===== src/rtl/if_id_skid_stage.sv =====
// -----------------------------------------------------------------------------
// if_id_skid_stage
//
// IF/ID pipeline register with a valid/ready handshake and a DEPTH-entry skid
// FIFO. Fetch responses arrive one cycle after the request because the
// instruction memory has a read latency of one cycle. Any response that lands
// while decode is stalled is parked in the FIFO instead of being dropped. The
// output register always drains the FIFO before it takes a new input, so
// program order is kept. Flush empties the stage and puts a NOP bubble on the
// output.
//
// Ports
//   sys_clk      in   clock, rising edge
//   sys_arstn    in   asynchronous active-low reset
//   flag_flush   in   drop every held and in-flight instruction
//   flag_hold    in   stall request vector, one bit per hold source
//   in_valid     in   fetch response valid
//   in_ready     out  a fetch response can be accepted this cycle
//   inst_data_i  in   fetched instruction
//   inst_addr_i  in   address of the fetched instruction
//   out_valid    out  inst_data_o/inst_addr_o hold a real instruction
//   out_ready    in   decode consumes the output this cycle
//   inst_data_o  out  instruction to decode
//   inst_addr_o  out  address of inst_data_o
//   fill_level   out  current skid FIFO occupancy
//
// DEPTH may be any value from 1 to 8. It does not have to be a power of two.
// -----------------------------------------------------------------------------
module if_id_skid_stage #(
  parameter int                DATA_W   = 32,
  parameter int                ADDR_W   = 32,
  parameter int                HOLD_W   = 3,
  parameter int                DEPTH    = 2,
  parameter logic [DATA_W-1:0] NOP_INST = 32'h0000_0013
) (
  input  logic                         sys_clk,
  input  logic                         sys_arstn,
  input  logic                         flag_flush,
  input  logic [HOLD_W-1:0]            flag_hold,
  input  logic                         in_valid,
  output logic                         in_ready,
  input  logic [DATA_W-1:0]            inst_data_i,
  input  logic [ADDR_W-1:0]            inst_addr_i,
  output logic                         out_valid,
  input  logic                         out_ready,
  output logic [DATA_W-1:0]            inst_data_o,
  output logic [ADDR_W-1:0]            inst_addr_o,
  output logic [$clog2(DEPTH+1)-1:0]   fill_level
);

  localparam int CNT_W = $clog2(DEPTH + 1);
  localparam int PTR_W = (DEPTH > 1) ? $clog2(DEPTH) : 1;

  localparam logic [CNT_W-1:0] FULL_CNT = CNT_W'(DEPTH);
  localparam logic [PTR_W-1:0] LAST_PTR = PTR_W'(DEPTH - 1);

  logic [DATA_W-1:0] r_mem_data [DEPTH];
  logic [ADDR_W-1:0] r_mem_addr [DEPTH];

  logic [CNT_W-1:0]  r_count;
  logic [PTR_W-1:0]  r_rd_ptr;
  logic [PTR_W-1:0]  r_wr_ptr;
  logic              r_out_valid;
  logic [DATA_W-1:0] r_out_data;
  logic [ADDR_W-1:0] r_out_addr;

  logic              w_hold;
  logic              w_stall;
  logic              w_in_ready;
  logic              w_push;
  logic              w_empty;
  logic              w_fifo_wr;
  logic              w_fifo_rd;
  logic [PTR_W-1:0]  w_rd_ptr_nxt;
  logic [PTR_W-1:0]  w_wr_ptr_nxt;

  assign w_hold  = |flag_hold;
  assign w_stall = w_hold | (r_out_valid & ~out_ready);
  assign w_empty = (r_count == '0);

  // in_ready depends only on the registered count. This keeps hold, out_ready
  // and flush out of the timing path back to fetch. As a result, a full FIFO
  // that pops this cycle still reports not-ready until the next cycle.
  assign w_in_ready = (r_count != FULL_CNT);
  assign w_push     = in_valid & w_in_ready;

  // The FIFO takes a push whenever the output cannot bypass it. That happens
  // when the stage is stalled, or when older entries are still queued.
  assign w_fifo_wr = ~flag_flush & w_push & (w_stall | ~w_empty);
  assign w_fifo_rd = ~flag_flush & ~w_stall & ~w_empty;

  // Pointers wrap explicitly, so DEPTH need not be a power of two.
  assign w_rd_ptr_nxt = (r_rd_ptr == LAST_PTR) ? '0 : r_rd_ptr + 1'b1;
  assign w_wr_ptr_nxt = (r_wr_ptr == LAST_PTR) ? '0 : r_wr_ptr + 1'b1;

  // Storage has no reset. Only entries below r_count are ever read.
  always_ff @(posedge sys_clk) begin
    if (w_fifo_wr) begin
      r_mem_data[r_wr_ptr] <= inst_data_i;
      r_mem_addr[r_wr_ptr] <= inst_addr_i;
    end
  end

  always_ff @(posedge sys_clk or negedge sys_arstn) begin
    if (!sys_arstn) begin
      r_count  <= '0;
      r_rd_ptr <= '0;
      r_wr_ptr <= '0;
    end else if (flag_flush) begin
      r_count  <= '0;
      r_rd_ptr <= '0;
      r_wr_ptr <= '0;
    end else begin
      if (w_fifo_wr) r_wr_ptr <= w_wr_ptr_nxt;
      if (w_fifo_rd) r_rd_ptr <= w_rd_ptr_nxt;
      case ({w_fifo_wr, w_fifo_rd})
        2'b10:   r_count <= r_count + 1'b1;
        2'b01:   r_count <= r_count - 1'b1;
        default: r_count <= r_count;
      endcase
    end
  end

  // Output register. The order of the branches sets the priority:
  // flush, then stall, then FIFO head, then bypass, then bubble.
  always_ff @(posedge sys_clk or negedge sys_arstn) begin
    if (!sys_arstn) begin
      r_out_valid <= 1'b0;
      r_out_data  <= '0;
      r_out_addr  <= '0;
    end else if (flag_flush) begin
      r_out_valid <= 1'b0;
      r_out_data  <= NOP_INST;
      r_out_addr  <= '0;
    end else if (w_stall) begin
      r_out_valid <= r_out_valid;
      r_out_data  <= r_out_data;
      r_out_addr  <= r_out_addr;
    end else if (!w_empty) begin
      r_out_valid <= 1'b1;
      r_out_data  <= r_mem_data[r_rd_ptr];
      r_out_addr  <= r_mem_addr[r_rd_ptr];
    end else if (w_push) begin
      r_out_valid <= 1'b1;
      r_out_data  <= inst_data_i;
      r_out_addr  <= inst_addr_i;
    end else begin
      r_out_valid <= 1'b0;
      r_out_data  <= NOP_INST;
      r_out_addr  <= '0;
    end
  end

  assign in_ready    = w_in_ready;
  assign out_valid   = r_out_valid;
  assign inst_data_o = r_out_data;
  assign inst_addr_o = r_out_addr;
  assign fill_level  = r_count;

endmodule


===== config.mk =====
export PLATFORM = sky130hd
export DESIGN_NAME = if_id_skid_stage
export DESIGN_NICKNAME = d
export VERILOG_FILES = /design/src/rtl/if_id_skid_stage.sv
export SDC_FILE = /design/constraint.sdc
export NUM_CORES = 1
export LEC_CHECK = 0
export ABC_AREA = 1
export CAP_MARGIN = 25
export CORE_UTILIZATION = 45
export CTS_BUF_LIST = sky130_fd_sc_hd__clkbuf_16
export DETAILED_ROUTE_END_ITERATION = 7
export GPL_TIMING_DRIVEN = 0
export PLACE_DENSITY = 0.74
export SLEW_MARGIN = 20
export SYNTH_ARGS = -nofsm -noshare
export SYNTH_HDL_FRONTEND = slang
export SYNTH_SLANG_ARGS = --single-unit

===== constraint.sdc =====
create_clock -name sys_clk -period 6.1 [get_ports sys_clk]
set_input_delay 0.61 -clock sys_clk [delete_from_list [all_inputs] [get_ports sys_clk]]
set_output_delay 0.61 -clock sys_clk [all_outputs]
set_load 0.01 [all_outputs]

==> results of run 1 <==
[critical path, delay by kind of cell]
kind | cells | cell delay (ns)
AND/OR/NAND/NOR | 2 | 0.70
buffers and inverters | 3 | 0.93
AO/OA/AOI/OAI | 1 | 0.22
[stage by stage]
step / setup WS (ns) / cell area, sq um
finish: 3.750 / 10290
CTS: 3.755 / 10290
floorplan: 1.922 / 7873
global route: 3.663 / 10290
detailed placement: 3.296 / 9692
global placement: -0.3583 / 9539
[report_power, final]
part | internal (W) | switching, W | total (W) | leakage [nW]
clock network | 0.000648 | 0.000492 | 0.00114 | 0.285
logic | 0.000158 | 0.000199 | 0.000357 | 1.34
registers | 0.00150 | 0.0000300 | 0.00153 | 2.11
total | 0.00231 | 0.000721 | 0.00303 | 3.73
[final timing paths]
| path | from | endpoint | slack [ns] | cells past startpoint |
|---|---|---|---|---|
| setup / recovery | flag_flush | r_mem_data[1][11] | 3.75 | 6 |
| hold / removal | sys_arstn | inst_addr_o[7] | 0.15 | 1 |
| setup reg to reg | fill_level[0] | r_mem_data[1][11] | 3.89 | 6 |
| hold reg to reg | inst_data_o[30] | inst_data_o[30] | 0.51 | 2 |
| max in group asynchronous | sys_arstn | inst_data_o[17] | 5.34 | 2 |
| min in group sys_clk | inst_data_o[30] | inst_data_o[30] | 0.51 | 2 |
[sequential cells by signal, summed over array words and instances (netlist names)]
signal       cells
fill_level       2
inst_addr_o     32
inst_data_o     32
out_valid        1
r_mem_addr      64
r_mem_data      64
r_rd_ptr         1
r_wr_ptr         1
[final cells by class]
cell class	count	area [sq um]
Buffer	33	219.0
Clock buffer	17	425.4
Clock inverter	15	175.2
Fill cell	1295	6526
Inverter	13	51.30
Multi-Input combinational cell	299	2044
Sequential cell	197	5570
Tap cell	220	275.3
Timing Repair Buffer	145	1531
[cells by family after synthesis]
kind of cell           count (synthesis)  share of synthesized area, %
flip-flops                           197                         70.76
AND/OR/NAND/NOR                      161                         9.759
AO/OA/AOI/OAI                         79                         8.551
multiplexers                          59                         7.502
buffers and inverters                 46                         3.433
[cells in the final DEF, fill, tap and decap left out, types with 7 or more instances in the layout]
| cell | netlist | routed |
|---|---|---|
| sky130_fd_sc_hd__nand2_1 | 75 | 75 |
| sky130_fd_sc_hd__inv_1 | 10 | 10 |
| sky130_fd_sc_hd__clkdlybuf4s50_1 | 0 | 138 |
| sky130_fd_sc_hd__nand3_1 | 66 | 66 |
| sky130_fd_sc_hd__buf_6 | 7 | 7 |
| sky130_fd_sc_hd__buf_2 | 22 | 22 |
| sky130_fd_sc_hd__o21ai_0 | 8 | 8 |
| sky130_fd_sc_hd__dfrtp_1 | 69 | 69 |
| sky130_fd_sc_hd__mux2i_1 | 59 | 59 |
| sky130_fd_sc_hd__edfxtp_1 | 128 | 128 |
| sky130_fd_sc_hd__o211ai_1 | 40 | 40 |
| sky130_fd_sc_hd__o211ai_2 | 19 | 19 |
| sky130_fd_sc_hd__clkbuf_16 | 0 | 17 |
[routing by layer]
layer	vias up	routed length, um	global-route usage, %
li1	2359	-	-
met1	2594	7263	26.04
met2	199	8907	35.23
met3	17	1320	5.896
met4	0	199	6.367
met5	-	0	0
==> flow_summary.rst, run 1 <==
.. list-table::
   :header-rows: 1

   * - Metric
     - Value
   * - Total power consumption of the routed design
     - 0.003031 W
   * - Total die area
     - 0.01803 sq mm
   * - Final core area utilization
     - 61.20%
   * - Post-layout instance count excluding filler cells
     - 939
   * - Kind of path behind the tightest hold check
     - in2async
   * - Clock-pin transition on the worst setup and hold timing paths
     - 0.07 ns
   * - Number of buffers between clock root and the deepest sink
     - 2
   * - Core area
     - 0.01682 sq mm
   * - Placed Instances
     - 907
   * - Share of cells above drive strength 1
     - 14.46%
   * - Global-route wire length before repair
     - 28370 um
   * - Clk sink count
     - 197
   * - Post-detailed-route wirelength per cell
     - 18.84 um
   * - Top area cells in the synthesized netlist
     - sky130_fd_sc_hd__edfxtp_1 (49%), sky130_fd_sc_hd__dfrtp_1 (22%), sky130_fd_sc_hd__mux2i_1 (7.5%)
   * - Worst path slowest cell
     - sky130_fd_sc_hd__nor2_4
   * - Synthesized instance count
     - 542
   * - Initial antenna violation count
     - 0
   * - Top-count cell post-synth
     - sky130_fd_sc_hd__edfxtp_1
   * - Drt initial violations
     - 321
   * - Number of nets produced by synthesis
     - 614
   * - Endpoint arrival time on the critical path
     - 2.47 ns
   * - Library cell with the largest summed area after synthesis
     - sky130_fd_sc_hd__edfxtp_1
   * - DRC errors left
     - 0
   * - Number of antenna cells inserted
     - 0
   * - Synth top area share
     - 48.82%
   * - Gates resized, CTS repair
     - 0
   * - Slowest cell delay on critical path
     - 0.58 ns
   * - Pin count of the biggest net entering global routing
     - 38
   * - Num CTS Buffers
     - 17
   * - Leakage Power
     - 3.735 nW
   * - Clock network latency to the later pin of the worst-skew pair
     - 0.43 ns
   * - Total GRT Usage
     - 20.86%
   * - Final setup violation count
     - 0
   * - Final critical path time including I/O delays and setup
     - 2.350 ns
   * - Worst Hold Margin
     - 0.1480 ns
   * - Via count of the first global-routing pass
     - 5372
   * - Buffer cell driving the clock tree root
     - sky130_fd_sc_hd__clkbuf_16
   * - Number of enable-type register cells in the synthesized netlist
     - 128
   * - Buffers on Ports
     - 139
   * - Sum of overflow across all layers after global routing
     - 0
   * - Maximum Capacitance Violations
     - 0
   * - Share of flip-flops with an asynchronous set or reset after synthesis
     - 35.03%
   * - Max Freq
     - 425.6 MHz
   * - Crit path max fanout
     - 25
   * - Detail-routed via count per cell
     - 5.505
   * - Initial core utilization
     - 46.81%
   * - Unrepaired setup endpoints after global routing
     - no
   * - Detail Route Antenna Nets
     - 0
   * - Crit path capture type
     - flop
   * - Final count of hold timing violations
     - 0
   * - Critical path data required time
     - 6.22 ns
   * - Fin Setup TNS
     - 0 ns
   * - Number of flip-flops and latches in the synthesized netlist
     - 197
   * - Area added between synthesis and finish
     - 30.74%
   * - Die X-Extent
     - 134.3 um
   * - Worst slew pin tran
     - 0.7352 ns
   * - Post-CTS Hold Buffers
     - 0
   * - Final GP Congestion
     - 0.7756
   * - Count of synthesis-stage warnings from yosys
     - 0
   * - Wire length reported by the detailed router
     - 17690 um
   * - Class of the most critical setup path
     - in2reg
   * - Power per cell area
     - 294.5 mW/mm^2
   * - Detailed placement HPWL
     - 11800 um
   * - Largest voltage drop on the vdd net
     - 0.1983 mV
   * - Worst slew margin
     - 50.87%
   * - Detailed-router iteration count before antenna repair
     - 5
   * - Run status
     - completed
   * - Seq/Total Area, Yosys
     - 70.76%
   * - Ports
     - 140
   * - Most frequently used flop master after synthesis
     - sky130_fd_sc_hd__edfxtp_1
   * - Average size of a mapped cell
     - 14.53 sq um
   * - Synth unique cells
     - 31
   * - Count of standard-cell rows
     - 47
   * - Layout Nets
     - 778
   * - # Post-CTS Setup Buffers
     - 0
   * - TritonCTS clock tree
     - done
   * - Die Span Y
     - 134.3 um
   * - Critical Path Source Type
     - input pin
   * - List of most frequent post-synthesis cells
     - sky130_fd_sc_hd__edfxtp_1 (128), sky130_fd_sc_hd__nand2_1 (75), sky130_fd_sc_hd__dfrtp_1 (69)
   * - Fin Clk Skew
     - 0.009532 ns
   * - Ordered cell list for the critical path
     - clkdlybuf4s50_1, inv_2, nand3_2, o21bai_4, nor2_4, buf_12
   * - Post-synthesis cell area
     - 0.007873 sq mm
   * - Level count of the clock H-tree
     - 4
   * - Pins Over Slew Limit
     - 0
   * - Portion of the clock cycle consumed by the worst path in the final layout
     - 38.52%
   * - Via Count
     - 5169
Note: power is estimated with default switching activity, not from simulation.
==> inputs of run 2 (changes only) <==
--- a/config.mk
+++ b/config.mk
@@ -11,7 +11,7 @@
 export CTS_BUF_LIST = sky130_fd_sc_hd__clkbuf_16
 export DETAILED_ROUTE_END_ITERATION = 7
 export GPL_TIMING_DRIVEN = 0
-export PLACE_DENSITY = 0.74
+export PLACE_DENSITY = 0.77
 export SLEW_MARGIN = 20
 export SYNTH_ARGS = -nofsm -noshare
 export SYNTH_HDL_FRONTEND = slang
==> constraint.sdc (replaced) <==
create_clock -name sys_clk -period 1.92 [get_ports sys_clk]
set_input_delay 0.192 -clock sys_clk [delete_from_list [all_inputs] [get_ports sys_clk]]
set_output_delay 0.192 -clock sys_clk [all_outputs]
set_load 0.01 [all_outputs]
==> flow_summary.rst, run 2 (synthesis results as in run 1) <==
.. list-table::
   :header-rows: 1

   * - Metric
     - Value
   * - Gates resized, CTS repair
     - 0 (unchanged)
   * - Post-detailed-route wirelength per cell
     - 18.85 um (about the same)
   * - Area of all placed cells without fillers
     - 0.01030 sq mm (about the same)
   * - Clock network latency to the later pin of the worst-skew pair
     - 0.42 ns (about the same)
   * - Via Count
     - 5170 (+0.019%)
   * - Detailed-router iteration count before antenna repair
     - 4 (-1)
   * - Power per cell area
     - 920.7 mW/mm^2 (+210%)
   * - Min setup slack post-route
     - 0.1631 ns (-3.587 ns)
   * - Num CTS Buffers
     - 17 (unchanged)
   * - Count of standard-cell rows
     - 47 (unchanged)
   * - Ordered cell list for the critical path
     - inv_2, nand2_4, clkdlybuf4s50_1
   * - Die X-Extent
     - 134.3 um (unchanged)
   * - Area added between synthesis and finish
     - 30.86% (about the same)
   * - Detail-routed via count per cell
     - 5.471 (-0.62%)
   * - Core area
     - 0.01682 sq mm (unchanged)
   * - Kind of path behind the tightest hold check
     - in2async
   * - Global-route wire length before repair
     - 28750 um (+1.4%)
   * - Ports
     - 140 (unchanged)
   * - Critical path data required time
     - 1.73 ns (-4.49 ns)
   * - Die Span Y
     - 134.3 um (unchanged)
   * - Final GP Congestion
     - 0.7979 (+2.9%)
   * - Detailed placement HPWL
     - 11620 um (-1.6%)
   * - Worst slew pin tran
     - 0.4116 ns (-0.3236 ns)
   * - Wire length reported by the detailed router
     - 17810 um (+0.67%)
   * - Critical Path Source Type
     - flop
   * - Worst setup slack before clock tree synthesis
     - -0.3826 ns (-3.679 ns)
   * - Pins Over Slew Limit
     - 0 (unchanged)
   * - Crit path max fanout
     - 7 (-72%)
   * - Share of cells above drive strength 1
     - 15.45% (+0.98 points)
   * - Run status
     - completed
   * - Initial core utilization
     - 46.81% (unchanged)
   * - Crit path capture type
     - primary output
   * - Final count of hold timing violations
     - 0 (unchanged)
   * - Level count of the clock H-tree
     - 4 (unchanged)
   * - Class of the most critical setup path
     - reg2out
   * - Total die area
     - 0.01803 sq mm (unchanged)
   * - Maximum Capacitance Violations
     - 0 (unchanged)
   * - Final setup violation count
     - 0 (unchanged)
   * - Max Freq
     - 569.2 MHz
   * - Buffers on Ports
     - 139 (unchanged)
   * - Via count of the first global-routing pass
     - 5436 (+1.2%)
   * - Slowest cell delay on critical path
     - 0.54 ns (-0.04 ns)
   * - Largest voltage drop on the vdd net
     - 0.5565 mV (+180%)
   * - Leading cell types in the layout, fill and taps excluded
     - sky130_fd_sc_hd__clkdlybuf4s50_1 (138), sky130_fd_sc_hd__edfxtp_1 (128), sky130_fd_sc_hd__nand2_1 (75), sky130_fd_sc_hd__dfrtp_1 (67), sky130_fd_sc_hd__nand3_1 (66)
   * - Pin count of the biggest net entering global routing
     - 44 (+16%)
   * - Clk sink count
     - 197 (unchanged)
   * - Initial antenna violation count
     - 0 (unchanged)
   * - Leakage Power
     - 3.760 nW (+0.67%)
   * - Sum of overflow across all layers after global routing
     - 0 (unchanged)
   * - Total power consumption of the routed design
     - 0.009486 W (+210%)
   * - Final critical path time including I/O delays and setup
     - 1.757 ns
   * - Endpoint arrival time on the critical path
     - 1.56 ns (-0.91 ns)
   * - Number of antenna cells inserted
     - 0 (unchanged)
   * - Detail Route Antenna Nets
     - 0 (unchanged)
   * - Total GRT Usage
     - 21.08% (+0.22 points)
   * - Buffer cell driving the clock tree root
     - sky130_fd_sc_hd__clkbuf_16
   * - Layout Nets
     - 784 (+0.77%)
   * - Crit Reg-Reg Startpoint
     - fill_level[0]
   * - Critical path startpoint
     - fill_level[0]
   * - Largest registers
     - r_mem_addr: 64 flops, r_mem_data: 64 flops
   * - Most common library cell in the layout ignoring fill and taps
     - sky130_fd_sc_hd__clkdlybuf4s50_1
   * - DRC errors left
     - 0 (unchanged)
   * - Fin Clk Skew
     - 0.008626 ns (-0.0009062 ns)
   * - Drt initial violations
     - 280 (-13%)
   * - Clock-pin transition on the worst setup and hold timing paths
     - 0.06 ns (about the same)
   * - Unrepaired setup endpoints after global routing
     - no
   * - Worst path slowest cell
     - sky130_fd_sc_hd__clkdlybuf4s50_1
   * - Number of buffers between clock root and the deepest sink
     - 2 (unchanged)
   * - Worst slew margin
     - 72.56% (+22 points)
   * - Portion of the clock cycle consumed by the worst path in the final layout
     - 91.51%
   * - Fin Setup TNS
     - 0 ns (unchanged)
   * - Post-Place Cell Area
     - 0.009664 sq mm (-0.28%)
   * - Worst Hold Margin
     - 0.2441 ns (+0.09615 ns)
   * - TritonCTS clock tree
     - done
==> run 2: cell types whose count changed in the layout (fill, tap and decap cells not counted), sizes merged <==
| cell | before | now |
|---|---|---|
| clkinvlp | 3 | 2 |
| clkbuf | 18 | 19 |
| bufinv | 3 | 2 |
| clkinv | 4 | 7 |
| dlygate4sd3 | 0 | 1 |
| inv | 18 | 16 |
| buf | 39 | 44 |
==> run 2: what timing repair did <==
item                                    in CTS  in global routing
hold buffers                                 1                  0
buffers inserted                             6                  0
endpoints found under the setup margin     100                  0
hold endpoints to repair                    26                  0
==> run 2: where the power goes <==
group | internal (W) | switching (W) | total [W] | leakage [nW]
logic | 0.000502 | 0.000632 | 0.00113 | 1.37
clock network | 0.00198 | 0.00149 | 0.00347 | 0.288
registers | 0.00478 | 0.0000975 | 0.00488 | 2.10
total | 0.00727 | 0.00222 | 0.00949 | 3.76
==> run 2: through the flow <==
step,utilization (%),cells
global route,61.26,945
detailed placement,57.46,906
CTS,61.26,945
finish,61.26,945
floorplan,-,542
global placement,56.84,901
==> run 2: metal layers <==
metal | vias up | wire length (um) | track usage, %
li1 | 2367 | - | -
met1 | 2621 | 7563 | 26.37
met2 | 167 | 9175 | 36.41
met3 | 15 | 957 | 4.800
met4 | 0 | 114 | 6.492
met5 | - | 0 | 0
==> run 2: worst paths after layout <==
path | endpoint | depth (start not counted) | slack [ns]
max | in_ready | 3 | 0.16
min | inst_addr_o[9] | 2 | 0.24
max reg2reg | r_mem_addr[1][10] | 6 | 0.21
min reg2reg | inst_data_o[26] | 2 | 0.51
max in group asynchronous | fill_level[1] | 3 | 1.07
min in group sys_clk | r_mem_addr[1][31] | 1 | 0.37
==> run 2: critical path: cells and delay by family (launching register included) <==
| kind | cells | cell delay, ns |
|---|---|---|
| buf+inv | 2 | 0.61 |
| simple gates | 1 | 0.08 |
| flops | 1 | 0.45 |
==> run 2: final cells by class <==
cell class | count | area, sq um
buffer | 33 | 219.0
clock buffer | 18 | 450.4
clock inverter | 14 | 132.6
fill | 1310 | 6516
inverter | 13 | 51.30
multi-input combinational | 299 | 2049
sequential | 197 | 5573
tap | 220 | 275.3
timing repair buffer | 151 | 1551
